==> src/rtl/fp_pkg.sv <==
// fp_pkg: shared floating-point types and helpers for the pipelined FPU
// datapaths (fp_add_pipe, and later fp_mul_pipe).
//   fp_flags_t  - per-result exception flags {invalid, overflow, underflow, inexact}
//   fp_class_t  - operand classification
//   bias()      - exponent bias for a given exponent width
//   canon_qnan()- canonical quiet NaN bit pattern, right-aligned in 64 bits
package fp_pkg;

  typedef struct packed {
    logic invalid;
    logic overflow;
    logic underflow;
    logic inexact;
  } fp_flags_t;

  typedef enum logic [2:0] {
    FP_ZERO,
    FP_NORM,
    FP_INF,
    FP_QNAN,
    FP_SNAN
  } fp_class_t;

  function automatic int unsigned bias(input int unsigned exp_w);
    return (32'd1 << (exp_w - 1)) - 32'd1;
  endfunction

  // sign 0, exponent all ones, fraction MSB set, remaining fraction bits clear
  function automatic logic [63:0] canon_qnan(input int unsigned exp_w,
                                             input int unsigned man_w);
    logic [63:0] e_ones;
    e_ones = (64'd1 << exp_w) - 64'd1;
    return (e_ones << man_w) | (64'd1 << (man_w - 1));
  endfunction

endpackage

==> src/rtl/fp_lzc.sv <==
// fp_lzc: combinational leading-zero counter.
//   din   - input vector, MSB first
//   count - number of zeros above the most significant set bit;
//           an all-zero input returns WIDTH
module fp_lzc #(
  parameter int unsigned WIDTH = 8
) (
  input  logic [WIDTH-1:0]             din,
  output logic [$clog2(WIDTH+1)-1:0]   count
);

  localparam int unsigned CW = $clog2(WIDTH + 1);

  // scan upward so the highest set bit is the last one to write count
  always_comb begin
    count = CW'(WIDTH);
    for (int unsigned i = 0; i < WIDTH; i++) begin
      if (din[i]) count = CW'(WIDTH - 1 - i);
    end
  end

endmodule

==> src/rtl/fp_add_pipe.sv <==
// fp_add_pipe: pipelined floating-point adder/subtractor, RNE rounding,
// flush-to-zero for denormals, valid/ready handshake with full-pipeline stall.
//   clk, rst            - clock, synchronous active-high reset
//   in_valid/in_ready   - operand handshake (a, b, op: 0 = a+b, 1 = a-b)
//   out_valid/out_ready - result handshake (result, flags)
//   flags               - {invalid, overflow, underflow, inexact}, per result
// Register chain: operand capture -> S1 (align) -> S2 (add + lzc) -> S3 output
// (normalise/round/pack), so a transfer on edge N shows out_valid after N+3.
module fp_add_pipe
  import fp_pkg::*;
#(
  parameter int unsigned EXP_W = 8,
  parameter int unsigned MAN_W = 23
) (
  input  logic                     clk,
  input  logic                     rst,
  input  logic                     in_valid,
  output logic                     in_ready,
  input  logic [EXP_W+MAN_W:0]     a,
  input  logic [EXP_W+MAN_W:0]     b,
  input  logic                     op,
  output logic                     out_valid,
  input  logic                     out_ready,
  output logic [EXP_W+MAN_W:0]     result,
  output logic [3:0]               flags
);

  localparam int unsigned W   = 1 + EXP_W + MAN_W;
  localparam int unsigned MW  = EXP_W + MAN_W;   // magnitude (exp|frac)
  localparam int unsigned M4  = MAN_W + 4;       // hidden|frac|G|R|S
  localparam int unsigned M5  = MAN_W + 5;       // carry + M4
  localparam int unsigned LZW = $clog2(M5 + 1);
  localparam logic [EXP_W-1:0] EXP_MAX = '1;
  localparam logic [W-1:0]     QNAN    = W'(canon_qnan(EXP_W, MAN_W));

  logic adv;
  assign adv      = ~out_valid | out_ready;
  assign in_ready = adv;

  function automatic fp_class_t cls(input logic [EXP_W-1:0] e,
                                    input logic [MAN_W-1:0] f);
    if (e == '0)           return FP_ZERO;
    else if (e != EXP_MAX) return FP_NORM;
    else if (f == '0)      return FP_INF;
    else if (f[MAN_W-1])   return FP_QNAN;
    else                   return FP_SNAN;
  endfunction

  // ---------------- operand capture ----------------
  logic         r0_valid;
  logic [W-1:0] r0_a, r0_b;
  logic         r0_op;

  // ---------------- S1: classify, swap, align ----------------
  fp_class_t         ca, cb;
  logic              sa, sb;
  logic [MW-1:0]     mag_a, mag_b, mag_l, mag_s;
  logic              swap, sl, ss;
  logic [EXP_W-1:0]  el, es, d;
  logic [MAN_W:0]    ml, ms;
  logic [2*M4-1:0]   sh;
  logic [M4-1:0]     ms_al;
  logic              c1_spec, c1_inv;
  logic [W-1:0]      c1_spec_res;

  always_comb begin
    sa = r0_a[W-1];
    sb = r0_b[W-1] ^ r0_op;
    ca = cls(r0_a[W-2 -: EXP_W], r0_a[MAN_W-1:0]);
    cb = cls(r0_b[W-2 -: EXP_W], r0_b[MAN_W-1:0]);

    c1_spec     = 1'b0;
    c1_inv      = 1'b0;
    c1_spec_res = '0;
    if (ca == FP_QNAN || ca == FP_SNAN || cb == FP_QNAN || cb == FP_SNAN) begin
      c1_spec     = 1'b1;
      c1_spec_res = QNAN;
      c1_inv      = (ca == FP_SNAN) || (cb == FP_SNAN);
    end else if (ca == FP_INF && cb == FP_INF && sa != sb) begin
      c1_spec     = 1'b1;
      c1_spec_res = QNAN;
      c1_inv      = 1'b1;
    end else if (ca == FP_INF) begin
      c1_spec     = 1'b1;
      c1_spec_res = {sa, EXP_MAX, {MAN_W{1'b0}}};
    end else if (cb == FP_INF) begin
      c1_spec     = 1'b1;
      c1_spec_res = {sb, EXP_MAX, {MAN_W{1'b0}}};
    end

    // zero/denormal operands become an all-zero magnitude (FTZ)
    mag_a = (ca == FP_ZERO) ? '0 : r0_a[MW-1:0];
    mag_b = (cb == FP_ZERO) ? '0 : r0_b[MW-1:0];
    swap  = mag_b > mag_a;
    mag_l = swap ? mag_b : mag_a;
    mag_s = swap ? mag_a : mag_b;
    sl    = swap ? sb : sa;
    ss    = swap ? sa : sb;
    el    = mag_l[MW-1:MAN_W];
    es    = mag_s[MW-1:MAN_W];
    ml    = {|el, mag_l[MAN_W-1:0]};
    ms    = {|es, mag_s[MAN_W-1:0]};
    d     = el - es;

    // shift into a double-width window; everything below the window folds into S
    sh = '0;
    if (32'(d) > 32'(MAN_W + 3)) begin
      ms_al = {{(M4-1){1'b0}}, |ms};
    end else begin
      sh    = {ms, 3'b000, {M4{1'b0}}} >> d;
      ms_al = {sh[2*M4-1:M4+1], sh[M4] | (|sh[M4-1:0])};
    end
  end

  logic             s1_valid, s1_spec, s1_inv, s1_sign, s1_sub, s1_zsign;
  logic [W-1:0]     s1_spec_res;
  logic [EXP_W-1:0] s1_exp;
  logic [M4-1:0]    s1_ml, s1_ms;

  // ---------------- S2: effective add/sub, leading-zero count ----------------
  logic [M5-1:0]  c2_sum;
  logic [LZW-1:0] c2_lz;

  always_comb begin
    if (s1_sub) c2_sum = {1'b0, s1_ml} - {1'b0, s1_ms};
    else        c2_sum = {1'b0, s1_ml} + {1'b0, s1_ms};
  end

  fp_lzc #(.WIDTH(M5)) u_lzc (
    .din   (c2_sum),
    .count (c2_lz)
  );

  logic             s2_valid, s2_spec, s2_inv, s2_sign, s2_zsign;
  logic [W-1:0]     s2_spec_res;
  logic [EXP_W-1:0] s2_exp;
  logic [M5-1:0]    s2_sum;
  logic [LZW-1:0]   s2_lz;

  // ---------------- S3: normalise, round, pack ----------------
  logic [M5-2:0]  nrm;
  logic [MAN_W:0] mant;
  logic           g, r, s, rnd;
  logic [MAN_W+1:0] mr;
  logic [MAN_W-1:0] frac;
  int             e_n, e_r;
  logic [W-1:0]   c3_res;
  fp_flags_t      c3_flags;

  always_comb begin
    // a carry shifts right by one; otherwise shift left so the hidden bit lands on top
    if (s2_sum[M5-1]) nrm = {s2_sum[M5-1:2], s2_sum[1] | s2_sum[0]};
    else if (s2_lz != '0) nrm = s2_sum[M5-2:0] << (s2_lz - LZW'(1));
    else nrm = s2_sum[M5-2:0];
    e_n  = int'(s2_exp) + 1 - int'(s2_lz);
    mant = nrm[M5-2:3];
    g    = nrm[2];
    r    = nrm[1];
    s    = nrm[0];
    rnd  = g & (r | s | mant[0]);
    mr   = {1'b0, mant} + {{(MAN_W+1){1'b0}}, rnd};
    e_r  = e_n + int'(mr[MAN_W+1]);
    frac = mr[MAN_W+1] ? mr[MAN_W:1] : mr[MAN_W-1:0];

    c3_flags = '0;
    if (s2_spec) begin
      c3_res           = s2_spec_res;
      c3_flags.invalid = s2_inv;
    end else if (s2_sum == '0) begin
      c3_res = {s2_zsign, {(W-1){1'b0}}};
    end else if (e_n <= 0) begin
      c3_res             = {s2_sign, {(W-1){1'b0}}};
      c3_flags.underflow = 1'b1;
      c3_flags.inexact   = 1'b1;
    end else if (e_r >= int'(EXP_MAX)) begin
      c3_res            = {s2_sign, EXP_MAX, {MAN_W{1'b0}}};
      c3_flags.overflow = 1'b1;
      c3_flags.inexact  = 1'b1;
    end else begin
      c3_res           = {s2_sign, e_r[EXP_W-1:0], frac};
      c3_flags.inexact = g | r | s;
    end
  end

  fp_flags_t out_flags;
  assign flags = out_flags;

  // ---------------- pipeline registers ----------------
  always_ff @(posedge clk) begin
    if (rst) begin
      r0_valid  <= 1'b0;
      s1_valid  <= 1'b0;
      s2_valid  <= 1'b0;
      out_valid <= 1'b0;
      result    <= '0;
      out_flags <= '0;
    end else if (adv) begin
      r0_valid  <= in_valid;
      s1_valid  <= r0_valid;
      s2_valid  <= s1_valid;
      out_valid <= s2_valid;
      if (s2_valid) begin
        result    <= c3_res;
        out_flags <= c3_flags;
      end
    end
  end

  always_ff @(posedge clk) begin
    if (adv) begin
      r0_a        <= a;
      r0_b        <= b;
      r0_op       <= op;
      s1_spec     <= c1_spec;
      s1_inv      <= c1_inv;
      s1_spec_res <= c1_spec_res;
      s1_sign     <= sl;
      s1_sub      <= sl ^ ss;
      s1_zsign    <= sa & sb;
      s1_exp      <= el;
      s1_ml       <= {ml, 3'b000};
      s1_ms       <= ms_al;
      s2_spec     <= s1_spec;
      s2_inv      <= s1_inv;
      s2_spec_res <= s1_spec_res;
      s2_sign     <= s1_sign;
      s2_zsign    <= s1_zsign;
      s2_exp      <= s1_exp;
      s2_sum      <= c2_sum;
      s2_lz       <= c2_lz;
    end
  end

endmodule
==> config.mk <==
export PLATFORM = sky130hd
export DESIGN_NAME = fp_add_pipe
export DESIGN_NICKNAME = d
export VERILOG_FILES = /design/src/rtl/fp_pkg.sv /design/src/rtl/fp_lzc.sv /design/src/rtl/fp_add_pipe.sv
export SDC_FILE = /design/constraint.sdc
export NUM_CORES = 1
export LEC_CHECK = 0
export CAP_MARGIN = 20
export CORE_MARGIN = 3
export CORE_UTILIZATION = 50
export DETAILED_ROUTE_END_ITERATION = 7
export GPL_ROUTABILITY_DRIVEN = 0
export HOLD_SLACK_MARGIN = 0.12
export PLACE_DENSITY_LB_ADDON = 0.2
export SYNTH_ARGS = -nofsm -noshare
export SYNTH_HDL_FRONTEND = slang
export SYNTH_SLANG_ARGS = --single-unit
==> constraint.sdc <==
create_clock -name clk -period 14.3 [get_ports clk]
set_input_delay 2.86 -clock clk [delete_from_list [all_inputs] [get_ports clk]]
set_output_delay 2.86 -clock clk [all_outputs]
set_load 0.005 [all_outputs]
==> metrics <==
status finished, final reports clean; Core Region approximately 0.033 mm^2; Worst setup endpoint result[10]; reg2reg start s2_lz[0]; Clock Skews about 0.017 ns; Gate power share about 53%; Post-DP HPWL 34.0 mm; max cap viols 0; Starting Density between 50% and 60%; mapped cell area 0.0166 mm^2; routed via count 14000; Synth-to-Final Area Change 12.5%; ANT cells 0; final WL around 44 mm; Slowest cell on crit path xnor2_1; CTS tree yes; post-route non-filler standard cell count about 2300; largest net degree at the start of global routing 67; CP top delay family simple AND/OR/NAND/NOR gates; # setup viols final 0; DRC Markers 0; Setup Fix Bufs, Post-CTS 0; Pwr Total ~3100 uW; Syn Area/Cell ~9.2 um^2; Clk pwr share roughly a fifth; async set-reset flop share out of synthesis 0%; WS Path Type reg2reg; R2R depth 26; number of port buffers ~110; vias in the first global route approximately 13000; top_reg_cell synth edfxtp_1; P_sw between 1000 and 1500 uW; Longest Clk Path Bufs 3; max_slew headroom between 20% and 30%; fraction of layout cells with a size suffix above 1 roughly 8%; hold slack just over 0.4 ns; Synth Instances 1795; Critical Path Stages 26; syn_nets just under 2000; die width ~190 um; fin nets between 2000 and 2500; WP data required approximately 15 ns; CP Launch Point s2_lz[0]; die height around 190 um; # clock sinks around 220; Max Clk Rate approximately 0.11 GHz; post-cts repair resize count 0; Placed Cells around 2300; Most Frequent Cell on Critical Path ha_1; setup TNS 0 ns; DRT Pass-1 Iters 6; worst-path fanout max 29; Switching Share a little over two fifths; Critical Path Max Stage Delay between 0.9 and 1 ns; GR Util All Layers between 20% and 30%; Worst-Margin Slew 1.10 ns; Buffers & Inverters on Critical Path 2; EDFF count, synth roughly 180; CTS Hold Bufs 0; DRT iter0 DRCs around 1600; DR WL/cell about 19 um; post-DR vias/cell 6.11; total internal power approximately 1800 uW; sequential power share about 29%; Hold/Removal Path Class reg2reg; Fin. Hold Viols 0; max-slew violation count 0; worst reg2reg path endpoint result[10]; H-tree depth 1; Clock transition at path regs approximately 0.060 ns; CTS Buf Count 24; final worst-path cycle share a little over three fifths; Worst Hold Path Cells 0; CTS Root Cell clkbuf_16; Clock Latency Late Sink about 0.52 ns; RSZ-0062 raised after global routing false; I/O pins between 100 and 150; first-pass GRT wire length just over 70 mm; CP endpoint kind flop; gr ovfl total 0; number of routed nets with antenna violations 0; pwr/cell area 168 mW/mm^2; #FFs+latches synth around 220; Rows between 60 and 70; Max rail drop VDD roughly 0.1 mV; Tmin final ~9 ns; Synth Warn # 0; Synth cell types 90; initial antenna violation count 0; r2r setup slk roughly 5.3 ns; Static Leak approximately 0.0074 uW; WP data arrival between 9 and 10 ns; Die ar. 0.0354 mm^2; Seq/Total Area, Yosys a little under two fifths; startpoint types flop
[area by class of cell]
| class | count | area [um^2] |
|---|---|---|
| fillers | 2838 | 13900 |
| multi-input cells | 1355 | 9580 |
| flip-flops and latches | 218 | 6150 |
| repair buffers | 122 | 1200 |
| clock buffers | 29 | 641 |
| well taps | 442 | 553 |
| inverters | 119 | 447 |
| clock inverters | 14 | 105 |
[metrics by stage]
stage / worst slack [ns] / instance area (um^2) / utilization [%]
after global routing: 4.35 / 18700 / 57.3
after floorplan: 3.45 / 16600 / -
final: 5.25 / 18700 / 57.3
after global placement: 5.43 / 17900 / 54.9
after detailed placement: 4.97 / 17900 / 54.9
after CTS: 4.96 / 18600 / 57.1
[state kept, by name (all words and copies together) (netlist names), 3 cells and up]
name,count
r0_a,32
r0_b,32
result,32
s2_sum,28
s1_ms,27
s1_ml,24
s1_exp,8
s2_exp,8
s2_lz,5
flags,4
s1_spec_res,3
s2_spec_res,3
[cells in the mapped netlist, types with 19 or more instances]
cell type	count	area, um^2
inv_1	117	439
nor2_1	153	574
dfxtp_1	40	801
mux2i_1	78	781
a22oi_1	21	158
edfxtp_1	178	5350
mux4_2	34	766
nand2_1	185	694
xnor2_1	42	368
mux2_2	29	327
o21ai_0	117	586
nor4_1	26	163
clkbuf_1	85	319
nand3_1	47	235
xor2_1	26	228
a21oi_1	109	546
nor3_1	35	175
ha_1	96	1200
nand2b_1	20	125
nand4_1	21	131
o211ai_1	19	143
[power groups by stage]
stage               sequential [uW]  combinational (uW)  clock [uW]
floorplan                       854                1220           0
global placement                910                1580           0
detailed placement              911                1600           0
CTS                             898                1610         595
global route                    911                1800         623
finish                          905                1650         583
[cells by family (layout without fill, tap and decap cells)]
family | count (synthesis) | after routing | synth area share [%]
adders and majority gates | 102 | 102 | 7.73
and+or+nand+nor | 588 | 588 | 17.0
muxes | 141 | 141 | 11.3
xor gates and xnor gates | 68 | 68 | 3.59
AOI/OAI and AO/OA | 456 | 456 | 18.1
buffers and inverters | 222 | 284 | 5.36
DFF | 218 | 218 | 37.0
[metal layers]
| layer | GRT usage, % | vias up | part of all wire [%] | routed length, um |
|---|---|---|---|---|
| met1 | 30.6 | 6568 | 40 | 17900 |
| li1 | - | 6736 | - | - |
| met2 | 41.9 | 584 | 47 | 20900 |
| met3 | 3.52 | 160 | 6.5 | 2890 |
| met5 | 0 | - | 0 | 0 |
| met4 | 12.3 | 0 | 6.0 | 2650 |
[worst min path at each step]
| stage | from | endpoint | slack [ns] |
|---|---|---|---|
| floorplan | s1_exp[0] | s2_exp[0] | 0.40 |
| global placement | s1_exp[6] | s2_exp[6] | 0.40 |
| detailed placement | s1_zsign | s2_zsign | 0.40 |
| CTS | s1_exp[0] | s2_exp[0] | 0.41 |
| global route | s1_spec_res[22] | s2_spec_res[22] | 0.42 |
| finish | s1_exp[0] | s2_exp[0] | 0.41 |
[cell usage in the layout, fill, tap and decap left out, drive strengths merged, types with 13 or more instances in the layout]
cell	n
nand2	185
edfxtp	178
nor2	153
o21ai	126
inv	119
a21oi	109
clkdlybuf4s50	106
ha	96
mux2i	78
nand3	47
xnor2	42
dfxtp	40
nor3	35
mux4	34
mux2	29
clkbuf	29
nor4	27
xor2	26
nand4	21
a22oi	21
nand2b	20
o211ai	19
and2	18
a21o	16
a211oi	16
buf	16
o21bai	15
or3	14
and3	13
or2	13
[worst register-to-register path, cell delays in order (launching register included)]
cell,delay [ns]
edfxtp_1,0.32
buf_4,0.37
inv_2,0.18
ha_1,0.30
and3_1,0.49
xnor2_1,0.92
a221o_1,0.27
o21ai_0,0.13
a2111oi_0,0.72
nand3_1,0.22
nor4b_1,0.57
and4_1,0.36
nand2b_1,0.15
nor2b_1,0.41
ha_1,0.26
ha_1,0.20
and3_1,0.20
nand3_1,0.17
or3_1,0.45
nand2b_1,0.16
o21ai_0,0.09
mux2i_1,0.22
nor3_1,0.42
nand2_1,0.22
nor2_1,0.86
a22oi_1,0.16
a21oi_1,0.19
Power figures use the tool's default switching activity.
